### src/rtl/ser_pkg.sv
// Shared definitions for the bit-stream serializer: FSM encoding, bit-counter
// sizing and the default idle line level.
package ser_pkg;

    typedef enum logic {
        ST_IDLE  = 1'b0,
        ST_SHIFT = 1'b1
    } ser_state_e;

    localparam logic IDLE_BIT_DEFAULT = 1'b0;

    // Counter must reach WIDTH when the parity cycle is present.
    function automatic int cnt_width(input int width);
        return $clog2(width + 1);
    endfunction

    function automatic logic even_parity(input logic [31:0] data);
        return ^data;
    endfunction

endpackage

### src/rtl/ser_hold_buffer.sv
// One-entry valid/ready holding register feeding the serializer shifter.
module ser_hold_buffer #(
    parameter int WIDTH = 8
) (
    input  logic             clk,
    input  logic             rst,
    input  logic [WIDTH-1:0] in_data,
    input  logic             in_valid,
    output logic             in_ready,
    output logic [WIDTH-1:0] out_data,
    output logic             out_full,
    input  logic             pop
);

    logic             full_q;
    logic             full_d;
    logic [WIDTH-1:0] data_q;
    logic [WIDTH-1:0] data_d;
    logic             accept_s;

    // pop is derived from registered state only, so in_ready never depends on in_valid
    assign in_ready = ~rst & (~full_q | pop);
    assign out_data = data_q;
    assign out_full = full_q;

    // next-state: a new word wins over a simultaneous pop
    always_comb begin
        accept_s = in_valid & in_ready;
        full_d   = full_q;
        data_d   = data_q;
        if (accept_s) begin
            data_d = in_data;
            full_d = 1'b1;
        end else if (pop) begin
            full_d = 1'b0;
        end else begin
            full_d = full_q;
        end
    end

    // buffer registers
    always_ff @(posedge clk or posedge rst) begin
        if (rst) begin
            full_q <= 1'b0;
            data_q <= {WIDTH{1'b0}};
        end else begin
            full_q <= full_d;
            data_q <= data_d;
        end
    end

endmodule

### src/rtl/bit_stream_serializer.sv
// Parallel-word to serial-bit converter feeding the sequence detector.
// Define SERIALIZER_PARITY_EN to append an even-parity bit after every word.
module bit_stream_serializer
    import ser_pkg::*;
#(
    parameter int   WIDTH     = 8,
    parameter int   MSB_FIRST = 1,
    parameter logic IDLE_BIT  = IDLE_BIT_DEFAULT
) (
    input  logic             clk,
    input  logic             rst,
    input  logic [WIDTH-1:0] in_data,
    input  logic             in_valid,
    output logic             in_ready,
    output logic             x,
    output logic             x_valid,
    output logic             word_start,
    output logic             busy
);

    localparam int CNT_W = cnt_width(WIDTH);
`ifdef SERIALIZER_PARITY_EN
    localparam logic [CNT_W-1:0] LAST_CNT = CNT_W'(WIDTH);
`else
    localparam logic [CNT_W-1:0] LAST_CNT = CNT_W'(WIDTH - 1);
`endif

    ser_state_e       state_q, state_d;
    logic [WIDTH-1:0] sh_data_q, sh_data_d;
    logic [CNT_W-1:0] bit_cnt_q, bit_cnt_d;
    logic             x_q, x_d;
    logic [WIDTH-1:0] hold_data_s;
    logic             hold_full_s;
    logic             last_s;
    logic             load_s;
    logic             out_bit_s;
`ifdef SERIALIZER_PARITY_EN
    logic             par_q, par_d;
`endif

    ser_hold_buffer #(.WIDTH(WIDTH)) u_hold (
        .clk      (clk),
        .rst      (rst),
        .in_data  (in_data),
        .in_valid (in_valid),
        .in_ready (in_ready),
        .out_data (hold_data_s),
        .out_full (hold_full_s),
        .pop      (load_s)
    );

    // shifter FSM next-state; x is computed from next-state so it is a true flop
    always_comb begin
        state_d   = state_q;
        sh_data_d = sh_data_q;
        bit_cnt_d = bit_cnt_q;
        x_d       = IDLE_BIT;
        out_bit_s = 1'b0;
`ifdef SERIALIZER_PARITY_EN
        par_d     = par_q;
`endif
        last_s = (state_q == ST_SHIFT) && (bit_cnt_q == LAST_CNT);
        load_s = hold_full_s && ((state_q == ST_IDLE) || last_s);

        if (load_s) begin
            state_d   = ST_SHIFT;
            sh_data_d = hold_data_s;
            bit_cnt_d = {CNT_W{1'b0}};
`ifdef SERIALIZER_PARITY_EN
            par_d     = even_parity(32'(hold_data_s));
`endif
        end else if (last_s) begin
            state_d   = ST_IDLE;
            bit_cnt_d = {CNT_W{1'b0}};
        end else if (state_q == ST_SHIFT) begin
            bit_cnt_d = bit_cnt_q + {{(CNT_W-1){1'b0}}, 1'b1};
            if (MSB_FIRST != 0) begin
                sh_data_d = {sh_data_q[WIDTH-2:0], 1'b0};
            end else begin
                sh_data_d = {1'b0, sh_data_q[WIDTH-1:1]};
            end
        end else begin
            state_d = state_q;
        end

        if (MSB_FIRST != 0) begin
            out_bit_s = sh_data_d[WIDTH-1];
        end else begin
            out_bit_s = sh_data_d[0];
        end

        if (state_d == ST_SHIFT) begin
`ifdef SERIALIZER_PARITY_EN
            if (bit_cnt_d == CNT_W'(WIDTH)) begin
                x_d = par_d;
            end else begin
                x_d = out_bit_s;
            end
`else
            x_d = out_bit_s;
`endif
        end else begin
            x_d = IDLE_BIT;
        end
    end

    // shifter state registers
    always_ff @(posedge clk or posedge rst) begin
        if (rst) begin
            state_q   <= ST_IDLE;
            sh_data_q <= {WIDTH{1'b0}};
            bit_cnt_q <= {CNT_W{1'b0}};
            x_q       <= IDLE_BIT;
`ifdef SERIALIZER_PARITY_EN
            par_q     <= 1'b0;
`endif
        end else begin
            state_q   <= state_d;
            sh_data_q <= sh_data_d;
            bit_cnt_q <= bit_cnt_d;
            x_q       <= x_d;
`ifdef SERIALIZER_PARITY_EN
            par_q     <= par_d;
`endif
        end
    end

    assign x          = x_q;
    assign x_valid    = (state_q == ST_SHIFT);
    assign word_start = (state_q == ST_SHIFT) && (bit_cnt_q == {CNT_W{1'b0}});
    assign busy       = (state_q == ST_SHIFT) || hold_full_s;

endmodule

### config.mk
export PLATFORM = sky130hd
export DESIGN_NAME = bit_stream_serializer
export DESIGN_NICKNAME = d
export VERILOG_FILES = /design/src/rtl/ser_pkg.sv /design/src/rtl/ser_hold_buffer.sv /design/src/rtl/bit_stream_serializer.sv
export SDC_FILE = /design/constraint.sdc
export NUM_CORES = 1
export LEC_CHECK = 0
export BUFFER_PORTS_ARGS = -buffer_cell sky130_fd_sc_hd__buf_2
export CAP_MARGIN = 20
export CELL_PAD_IN_SITES_DETAIL_PLACEMENT = 1
export CELL_PAD_IN_SITES_GLOBAL_PLACEMENT = 1
export CORE_MARGIN = 4
export CORE_UTILIZATION = 49
export CTS_BUF_LIST = sky130_fd_sc_hd__clkbuf_2
export DETAILED_ROUTE_END_ITERATION = 8
export PLACE_DENSITY_LB_ADDON = 0.1
export SYNTH_ARGS = -nofsm -noshare
export SYNTH_HDL_FRONTEND = slang
export SYNTH_SLANG_ARGS = --single-unit
### constraint.sdc
create_clock -name clk -period 4 [get_ports clk]
set_input_delay 0.2 -clock clk [delete_from_list [all_inputs] [get_ports clk]]
set_output_delay 0.2 -clock clk [all_outputs]
set_load 0.02 [all_outputs]
Yosys cells after proc, flatten, opt, wreduce, memory -nomap -nowiden

Cells that the tools add are included.

Word-level logic and storage cells: 37
Register bits after elaboration: 23
Bits of input ports: 11

Multiplexer cells: 11
Add/sub/neg operators: 1
Equality and inequality tests: 2
Bitwise operators: 6
Reduce and logical (&&, ||, !) cells: 10

Operator list:

| cell                | number |
|---|---|
| $mux 8              | 3 |
| $mux 4              | 3 |
| $mux 1              | 5 |
| $add 4x1->4 const B | 1 |
| $eq 4x3->1 const B  | 1 |
| $logic_not 4->1     | 1 |
| $reduce_bool 2->1   | 2 |
| $logic_and 1x1->1   | 3 |
| $not 1->1           | 3 |
| $reduce_bool 3->1   | 1 |
| $and 1x1->1         | 2 |
| $logic_or 1x1->1    | 2 |
| $ne 2x1->1 const B  | 1 |
| $reduce_and 2->1    | 1 |
| $or 1x1->1          | 1 |

Depth between registers and ports, before layout

Gate-level depths: netlist of the first run.

Depth in word-level cells: 8
Depth in mapped cells: 5
Depth with buffers taken out: 4

Cells and area by module

Synthesis of the first run repeated with hierarchy kept, for this count alone.

Cell total of the unflattened synthesis: 83
Area, all modules: 1013.5 µm²

Modules (own cells, without submodules):

| module                | area an instance (µm²) | cells each | instances | sequential area each (µm²) |
|---|---|---|---|---|
| bit_stream_serializer | 649.4                  | 61         | 1         | 325.3 |
| ser_hold_buffer       | 364.1                  | 22         | 1         | 225.2 |

Worst setup path after synthesis of the first run

Ideal clock, no wire load.

Path kind: register to output
Start: reg bit_cnt_q[1]
End: out in_ready
Setup slack: 2.314 ns
Arrival: 1.486 ns
Cell stages (with the launch flop): 6
Path buffers: 1
Cells stage by stage: dfrtp_1 ha_1 nand3b_4 and2_2 clkbuf_1 a21oi_1

Cells in the longest elaborated chain, start to end: 6

RTL lines:

| element                | RTL line                     | RTL |
|---|---|---|
| start, declared        | bit_stream_serializer.sv:30  | `logic [CNT_W-1:0] bit_cnt_q, bit_cnt_d;` |
| start signal, assigned | bit_stream_serializer.sv:112 | `bit_cnt_q <= {CNT_W{1'b0}};` |
| start signal, assigned | bit_stream_serializer.sv:120 | `bit_cnt_q <= bit_cnt_d;` |
| $eq 4x3->1             | bit_stream_serializer.sv:62  | `last_s = (state_q == ST_SHIFT) && (bit_cnt_q == LAST_CNT);` |
| $logic_and 1x1->1      | bit_stream_serializer.sv:62  |  |
| $logic_or 1x1->1       | bit_stream_serializer.sv:63  | `load_s = hold_full_s && ((state_q == ST_IDLE) \|\| last_s);` |
| $logic_and 1x1->1      | bit_stream_serializer.sv:63  |  |
| $or 1x1->1             | ser_hold_buffer.sv:22        | `assign in_ready = ~rst & (~full_q \| pop);` |
| $and 1x1->1            | ser_hold_buffer.sv:22        |  |
| end, declared          | bit_stream_serializer.sv:14  | `output logic in_ready,` |

No other way between the ends.

Worst setup path in the final report of the first run

Ends and elaborated chain as after synthesis.

==> results.txt, run 1 <==
* Distinct cells, synth: 21
* All-Layer GR Usage: between 10% and 20%
* Outcome: finished clean
- The synthesized netlist devotes 11.0% of its cell area to simple gates.
* Inserted Clock Buffers: 3
* Area taken by multi-input logic gates: 428 um^2
- In this run, placement finished with an instance count of 120.
- Clock period minus final worst setup slack: 1.98 ns
- Once the clock tree was built, the resizer swapped 0 gates to a different size.
- Post-synth top area cell: dfrtp_1
- Post-synth EDFFs: 0
* Maximum ir drop on the vdd rail: 0.388 mV
- Data arrival, critical path: 1.78 ns
- Clk slew on worst S/H paths: 0.19 ns
* Mux share of post-synthesis cell area: a little under a fifth
* Warnings, synthesis: 0
* Utilization after layout: 56.8%
- The hold violation count in the final report was 0.
* Width of the die: 53.8 um
- The synthesized netlist devotes 0.853% of its cell area to XOR and XNOR gates.
- Before antenna repair, the detailed router went through 3 iterations.
- The cell area that synthesis handed to floorplanning was approximately 0.0010 mm^2.
* Post-CTS Setup Bufs: 0
* Clock Tree Root: clkbuf_2
- From synthesis to final layout, the design area changed by 9.50%.
* Initial antenna violation count: 0
* Number of hold buffers added after CTS: 0
- The filler cells instantiated in the layout total 210.
* Placement row count: 16
- In the synthesized netlist, the number of instances is 83.
- The top cell type by area accounts for 53.6% of the synthesized area.
- For this run, the top clock speed supported by timing is a little over 500 MHz.
* Internal power: 0.511 mW
* Total vias in the final route: 659
* Setup repair after global routing missed its margin: false
- Final setup fails: 0
* Pwr per Cell Area: a little over 700 mW/mm^2
- Largest net degree at the start of global routing: 24
* Proportion of power drawn by flip-flops and latches: about half
- Count of inserted antenna diode cells: 0
* Ys async rst share: 100%
* Largest family of logic cells by synthesized area: multiplexers
- Total negative slack: 0 ns
- Dividing the detail-routed via count by the number of cells gives 5.31.
- Remaining Overflow, GRT: 0
- The via count of the first global-routing pass came to around 720.
* Die Y-Extent: 53.8 um
- TritonCTS built the clock tree.
- For the pin with the worst max-slew slack, the measured transition is between 0.8 and 0.9 ns.
* Initial drt markers: 3
- Largest cells by area after synthesis: dfrtp_1, mux2_4, mux2i_1
* Crit end category: primary output
- Dominant synthesized flop cell: dfrtp_1
- Final nets: 111
- The analysis attributes to cell leakage a power of 0.603 nW.
- The count of nets left with antenna violations once routing finished came out at 0.
- Post-Synthesis Net Count: 96
- Switching Power: 0.283 mW
* First-pass GRT wire length: 3.46 mm
* Most numerous cell in the Yosys netlist: dfrtp_1
- The path class of the tightest hold or removal check is in2async.
- After detailed routing, the average wire length per cell comes to around 16 um.
- CTS built an H-tree with a depth of 1.
* Clock latency reported for the late side of the worst-skew pair: between 0.3 and 0.4 ns
- Floorplan core area: 0.00198 mm^2
- The final layout contains routed wiring with a total length of 1.97 mm.
- In this run the mean area of a mapped cell was 12.4 um^2.
* Sequential cell area: 551 um^2
* Net switching fraction of the power: between 30% and 40%
- In this run the count of I/O pins placed on the die edge is 16.
- Clock network fraction of total power: 10.7%
- The clock passes through at most 2 buffers.
- Across the routed clock network, the largest skew measured is 0.000902 ns.
- The worst pin sits at a relative slew slack of 45.1%.
- Leaving out filler cells and counting taps, the final layout contains 124.
- For this run, design rule violations remaining after detail routing come to 0.
- The critical path is of the reg2out type.
- Power, Total: 0.794 mW
- Of the available clock period, the critical path in the final layout requires 49.6%.
- Sequential cells were found to cover 53.6% of the synthesized design area.
- Post-detailed-placement half-perimeter wirelength: 1.50 mm
* Leading post-synthesis cells by instance count: dfrtp_1, o21ai_0, nand3_1, mux2_4, mux2i_1
* Synthesized-area fraction occupied by adder cells: 2.44%
* Die area: 0.00289 mm^2
* Initial standard-cell utilization of the core: 51.8%
* Total number of clock tree sinks: 22
- Power share of the combinational group: 38.2%
- In this run the worst path has a maximum fanout of 13.
- Across the run, the number of max-cap violations was 0.
- Number of buffer cells added on primary ports: 15
- Number of max-slew violations in the final report: 0
* Final Wtd Congestion: 0.708
* Critical Path Start Type: register
- For the worst setup path, the data required time is 3.80 ns.
* Fraction of layout cells with a size suffix above 1: between 30% and 40%
- #FFs+latches synth: 22
- The synthesized netlist devotes 8.89% of its cell area to compound gates.
[path summary, 6_finish.rpt]
kind	cells past startpoint	start	slack [ns]	to
max	5	bit_cnt_q[1]	2.02	in_ready
min	2	rst	0.03	u_hold.out_full
max reg2reg	4	bit_cnt_q[1]	2.13	u_hold.out_data[5]
min reg2reg	1	u_hold.out_data[7]	0.54	u_hold.out_data[7]
max in group asynchronous	2	rst	3.47	u_hold.out_data[6]
min in group clk	2	in_data[7]	0.10	u_hold.out_data[7]
[layout by cell type, fill, tap and decap left out]
cell | netlist | layout
clkinv_1 | 0 | 1
a311o_1 | 1 | 1
o21ai_0 | 10 | 10
and2_2 | 1 | 1
a22o_1 | 3 | 3
or2_2 | 1 | 1
nand2_1 | 2 | 2
nor2b_1 | 1 | 1
ha_1 | 2 | 2
a21oi_1 | 1 | 1
nor2_1 | 2 | 2
nand3_1 | 9 | 9
xnor2_1 | 1 | 1
and4bb_2 | 1 | 1
mux2_4 | 8 | 8
dfrtp_1 | 22 | 22
mux2i_1 | 7 | 7
clkbuf_2 | 0 | 3
nand3b_4 | 1 | 1
inv_1 | 5 | 5
buf_2 | 0 | 15
[flip-flops by register name, indices dropped and copies added (netlist names)]
| register | cells |
|---|---|
| u_hold.out_data | 8 |
| sh_data_q | 7 |
| bit_cnt_q | 4 |
| u_hold.out_full | 1 |
| x | 1 |
| x_valid | 1 |
[power groups by stage]
stage               Sequential (mW)  Clock (mW)  Combinational [mW]
global route                  0.421      0.0979               0.338
finish                        0.406      0.0848               0.303
global placement              0.406           0               0.286
CTS                           0.407      0.0896               0.310
floorplan                     0.371           0               0.272
detailed placement            0.413           0               0.307
[per-layer routing]
layer / wire [um] / GRT usage, %
met1: 887 / 21.7
met4: 17 / 8.94
met5: 0 / 0
met3: 67 / 3.32
met2: 1000 / 28.6
[stage by stage]
stage               hold WS [ns]  area (um^2)  worst slack (ns)
floorplan                  0.198         1030              2.31
global placement           0.431         1110              2.21
detailed placement         0.435         1110              2.14
CTS                       0.0447         1120              1.98
global route              0.0589         1120              1.87
finish                    0.0349         1120              2.02
[worst max-delay path: stages (launching register included)]
cell and delay, ns:
dfrtp_1 0.43, ha_1 0.25, nand3b_4 0.15, and2_2 0.31, a21oi_1 0.16, buf_2 0.17
[area by class of cell]
class	count	area share (%)
inverters	5	1.67
clock inverters	1	0.334
flip-flops and latches	22	48.9
repair buffers	15	6.67
clock buffers	3	1.33
multi-input cells	51	38.0
well taps	27	3.00
[cell families after synthesis]
| family | count (synthesis) |
|---|---|
| AO/OA/AOI/OAI | 15 |
| adder cells (fa/ha/maj) | 2 |
| AND/OR/NAND/NOR | 18 |
| multiplexers | 15 |
| flip-flops | 22 |
| buffers and inverters | 10 |
| XOR/XNOR | 1 |
No activity file was read; power rests on OpenSTA's default activity.
==> run 2, diff against run 1 <==
Settings changed: CORE_UTILIZATION 49 to 46.
Clock period 4 ns to 2.04 ns, I/O delays scaled along.
==> results.txt, run 2 (same netlist as run 1, synthesis figures left out) <==
- The cell sitting at the root of the clock tree is a clkbuf_2.
* Floorplan core area: 0.00204 mm^2
- The initial antenna violation count is 0.
- Sequential cell area: 551 um^2
* Post-route worst setup slack: between 0.1 and 0.15 ns
* First-pass GRT wire length: about 3.9 mm
* Clk slew on worst S/H paths: about 0.18 ns
- The path class of the tightest hold or removal check is in2reg.
* Depth of the worst register-to-register path: 4
* Final Routed Wirelength: 2.10 mm
- Crit end category: register
- Clock tree from TritonCTS: yes
- At the end of routability-driven placement, the weighted congestion stood at roughly 0.69.
- Wirelength per Cell: 15.5 um
* Critical Path Start Type: register
* Count of inserted antenna diode cells: 0
- Initial drt markers: 3
- In this run the static leakage power is 0.656 nW.
- In the routed design, unresolved DRC markers number 0.
* Number of max-slew violations in the final report: 0
- Fraction of layout cells with a size suffix above 1: 30.6%
- Dividing the detail-routed via count by the number of cells gives 5.22.
* Utilization after layout: 60.5%
- Maximum ir drop on the vdd rail: between 0.6 and 0.7 mV
- Max cap viols: 0
* Clock latency reported for the late side of the worst-skew pair: ~0.3 ns
* Post-Route Skew: 0.00567 ns
- Post-detailed-placement half-perimeter wirelength: 1.42 mm
* Minimum setup slack after placement: 0.131 ns
* Max reg flops: 8
- The critical path ends at u_hold.out_data[6].
- Pin placement for this block handled 16 I/O pins.
- Setup repair after global routing left no endpoint under its margin.
- For this run, the post-layout net count is 123.
- RR Endpoint: u_hold.out_data[6]
- Initial standard-cell utilization of the core: about half
* Largest net degree at the start of global routing: 23
- The flow ran to the end, and the final reports show no timing, DRC or antenna violations.
- The via count of the first global-routing pass was a little over 800.
* Clock period minus final worst setup slack: 1.91 ns
* Final hold violation count: 0
- The library cell used most frequently in the layout, excluding fill and tap cells, is dfrtp_1.
- FF-to-FF setup slack: 0.13 ns
* Synth-to-layout area growth: 20.2%
- Global routing consumed, over all layers together, between 15 and 20% of the routing resources.
- The worst register-to-register path begins at bit_cnt_q[1].
* Inserted Clock Buffers: 3
- First element of the critical path: bit_cnt_q[1]
* Total negative slack: 0 ns
- Worst path required time: 2.25 ns
- Highest Clock Rate: 525 MHz
- Headroom to the max-slew limit came out at 59.8%.
- Fill cells in the final layout number between 200 and 250.
- Number of buffer cells added on primary ports: 15
* Commonest non-fill, non-tap cells in the layout: dfrtp_1, buf_2, o21ai_0
- Measured along the x axis, the die boundary spans between 50 and 60 um.
* Placement row count: 16
- Counting every sink on the clock net gives 22.
- Data arrival, critical path: 2.12 ns
* Worst Setup Path Type: reg2reg
- Total vias in the final route: 705
- Final cycle utilization of the critical path: 93.4%
- Number of levels in the clock H-tree: 1
- Die Y-Extent: 55.3 um
- Pwr per Cell Area: about 1300 mW/mm^2
* Remaining Overflow, GRT: 0
- Area taken by multi-input logic gates: between 400 and 500 um^2
- The clock passes through at most 2 buffers.
- Setup violations remaining at the end of the flow were counted as 0.
* Antenna-violating nets left: 0
- Actual slew at the worst max-slew pin: ~0.6 ns
- Worst slack on hold paths: between 0.02 and 0.03 ns
- Total iterations of the first detailed-routing run: 2
- The die covers 0.00305 mm^2.
* Largest driver fanout on the critical path: 10
[run 2: worst min path at each step]
stage / start / endpoint / cells past startpoint
floorplan: rst / bit_cnt_q[0] / 1
global placement: rst / u_hold.out_full / 3
detailed placement: rst / u_hold.out_full / 3
CTS: in_data[7] / u_hold.out_data[7] / 2
global route: in_data[6] / u_hold.out_data[6] / 2
finish: in_data[6] / u_hold.out_data[6] / 2
[run 2: through the flow]
stage / std cells / total power, mW / cell area (um^2)
after global routing: 135 / 1.71 / 1230
after global placement: 123 / 1.38 / 1130
after floorplan: 83 / 1.26 / 1030
after CTS: 133 / 1.59 / 1210
final: 135 / 1.57 / 1230
after detailed placement: 123 / 1.42 / 1130
[run 2: where the power goes]
group          switching (mW)  internal [mW]  leakage [nW]
Sequential              0.131          0.619         0.271
Clock                   0.119         0.0401        0.0125
Combinational           0.296          0.369         0.372
[run 2: critical path, cell delays in order (launching register included)]
cell      delay [ns]
dfrtp_1         0.44
ha_1            0.25
nand3b_4        0.16
a311o_1         0.59
mux2_4          0.37
[run 2: routing by layer]
metal	global-route usage [%]	part of all wire (%)
met3	2.56	3.1
met2	27.4	52
met1	19.1	44
met4	5.21	0.33
met5	0	0
[run 2: cell type report]
cell class / count / area share [%]
sequential: 22 / 44.6
multi-input combinational: 51 / 34.8
timing repair buffer: 27 / 15.2
tap: 27 / 2.74
inverter: 5 / 1.52
clock buffer: 3 / 1.22
[run 2: repair_timing]
item / 4_1_cts / 5_1_grt
gates resized for setup: 0 / 1
endpoints found under the hold margin: 28 / 2
hold buffers: 7 / 2
setup endpoints to repair: 0 / 1
setup buffers: 0 / 0
==> run 3, diff against run 2 <==
Settings changed: CORE_MARGIN 4 to default.
==> results.txt, run 3 (same netlist as run 1, synthesis figures left out) <==
* Outcome: finished clean
* Data arrival, critical path: 1.81 ns
- Reported leakage power: around 0.67 nW
- Gate family responsible for the most delay along the worst path: flip-flops
* Most frequent standard cell in the layout excluding fill and tap cells: dfrtp_1
* Critical path's slowest cell: dfrtp_1
- After detailed placement, the design holds a cell count of about 120.
- Clock latency reported for the late side of the worst-skew pair: ~0.33 ns
- Clock tree synthesis selected as its root buffer the cell clkbuf_2.
- The repair_antennas step left the layout with diodes totalling 0.
- Synth-to-layout area growth: 24.1%
- TritonCTS built the clock tree.
- STA classifies the critical path startpoint as a register.
* Post-Route Skew: 0.00509 ns
- Total vias in the final route: 734
- Width of the die: 49.3 um
- Top-level port count: 16
- First-pass GRT wire length: 3.84 mm
- After floorplanning, the core was sized to cover between 0.002 and 0.0025 mm^2.
- Worst Setup Path Type: reg2out
* Max reg flops: 8
* Power, Total: 1.75 mW
- Wirelength per Cell: 17.0 um
- Static timing analysis puts the maximum clock frequency at approximately 520 MHz.
* Worst path required time: approximately 1.9 ns
* Final Wtd Congestion: 0.735
- Die area: 0.00243 mm^2
- Clock period minus final worst setup slack: ~1.9 ns
- Number of global-route vias before repair: 787
- With fillers left out, the area of the finished cells amounts to ~0.0013 mm^2.
- Final cycle utilization of the critical path: 94.0%
* Final Routed Wirelength: 2.33 mm
- Initial standard-cell utilization of the core: 50.8%
- Pwr per Cell Area: 1370 mW/mm^2
- Using the TritonRoute via totals, the vias-per-cell ratio works out to 5.36.
- Die Y-Extent: 49.3 um
* Total number of clock tree sinks: 22
- After detailed routing, the number of remaining DRC violations is 0.
* Maximum ir drop on the vdd rail: 0.603 mV
- The count of nets left with antenna violations once routing finished came out at 0.
- Post-detailed-placement half-perimeter wirelength: 1.45 mm
* Fraction of layout cells with a size suffix above 1: 32.7%
- Excluding fillers, the count of instances in the completed layout stands at 137.
- At the pin with the least slew margin, the transition time is 0.648 ns.
- Number of levels in the clock H-tree: 1
- The number of clock buffers added by TritonCTS is 3.
- Final hold violation count: 0
- Placed Area: ~0.0011 mm^2
- OpenSTA, run right after detailed placement, puts the worst setup slack at 0.253 ns.
- WP buf/inv: 2
- Final setup fails: 0
- In this run the tool buffered the top-level ports with 15 buffer cells.
- Clk slew on worst S/H paths: 0.22 ns
- Placement row count: 16
- Initial antenna violation count: 0
- Critical path's largest stage delay: 0.45 ns
* Min-delay worst type: in2reg
* Max cap viols: 0
- For this run, the total global-route usage over all layers was measured as 21.4%.
* Commonest non-fill, non-tap cells in the layout: dfrtp_1, buf_2, o21ai_0
- Worst path cell trace: ha_2 > nand3b_4 > buf_4 > and2_4 > a21oi_1 > buf_2
- For this block, the initial DRC count from the detailed router was 7.
- The worst setup path is captured at a primary output.
- Number of max-slew violations in the final report: 0
- Post-route worst setup slack: 0.123 ns
- Entering global routing, the biggest net connects 23 pins.
- Measured against its own limit, the worst slew margin works out to 56.8%.
* Final nets: 124
- The number of setup buffers added after CTS is 0.
- Remaining Overflow, GRT: 0
- Fill cell total of the finished layout: 221
- The first TritonRoute pass finished after 4 iterations.
* Largest driver fanout on the critical path: 13
* Number of buffers between clock root and the deepest sink: 2
==> run 3: changes by cell type in the layout (fill, tap and decap cells not counted) <==
cell,previous run,this run
buf_4,3,4
ha_1,2,1
ha_2,0,1
bufinv_16,0,1
==> run 3: area by class of cell <==
cell class | count | area [um^2] | share of cell area (%)
Multi-Input combinational cell | 51 | 432 | 33.9
Sequential cell | 22 | 551 | 43.2
Tap cell | 27 | 33.8 | 2.65
Clock inverter | 1 | 30.0 | 2.36
Timing Repair Buffer | 28 | 195 | 15.3
Clock buffer | 3 | 15.0 | 1.18
Inverter | 5 | 18.8 | 1.47
==> run 3: routing by layer <==
layer  GRT usage, %  wire, um  vias to the layer above
li1               -         -                      340
met1           28.0      1050                      379
met2           36.1      1210                       13
met3           3.43        57                        2
met4           6.37        11                        0
met5              0         0                        -
==> run 3: per-stage QoR <==
step	hold slack, ns	setup TNS [ns]	utilization [%]
global placement	0.193	0	56.2
CTS	0.0509	0	62.9
finish	0.0483	0	63.1
floorplan	0.0997	0	-
detailed placement	0.220	0	56.2
global route	0.0102	-0.0324	63.1
==> run 3: timing repair <==
action | CTS | global route
endpoints found under the hold margin | 30 | 0
hold buffers | 9 | 0
setup endpoints to repair | 0 | 1
gates resized for setup | 0 | 2
==> run 3: worst paths after layout <==
path	from	slack, ns	depth (start not counted)	end
setup reg to reg	bit_cnt_q[1]	0.22	4	u_hold.out_data[5]
max in group asynchronous	rst	1.44	4	u_hold.out_data[5]
setup / recovery	bit_cnt_q[1]	0.12	6	in_ready
hold / removal	in_valid	0.05	2	u_hold.out_full
hold reg to reg	u_hold.out_data[4]	0.55	1	u_hold.out_data[4]
min in group asynchronous	rst	0.39	4	sh_data_q[1]
==> run 3: power breakdown <==
group          internal, mW  switching, mW  total [mW]
logic                 0.377          0.306       0.684
clock network         0.169          0.139       0.308
registers             0.619          0.142       0.761
total                  1.16          0.588        1.75
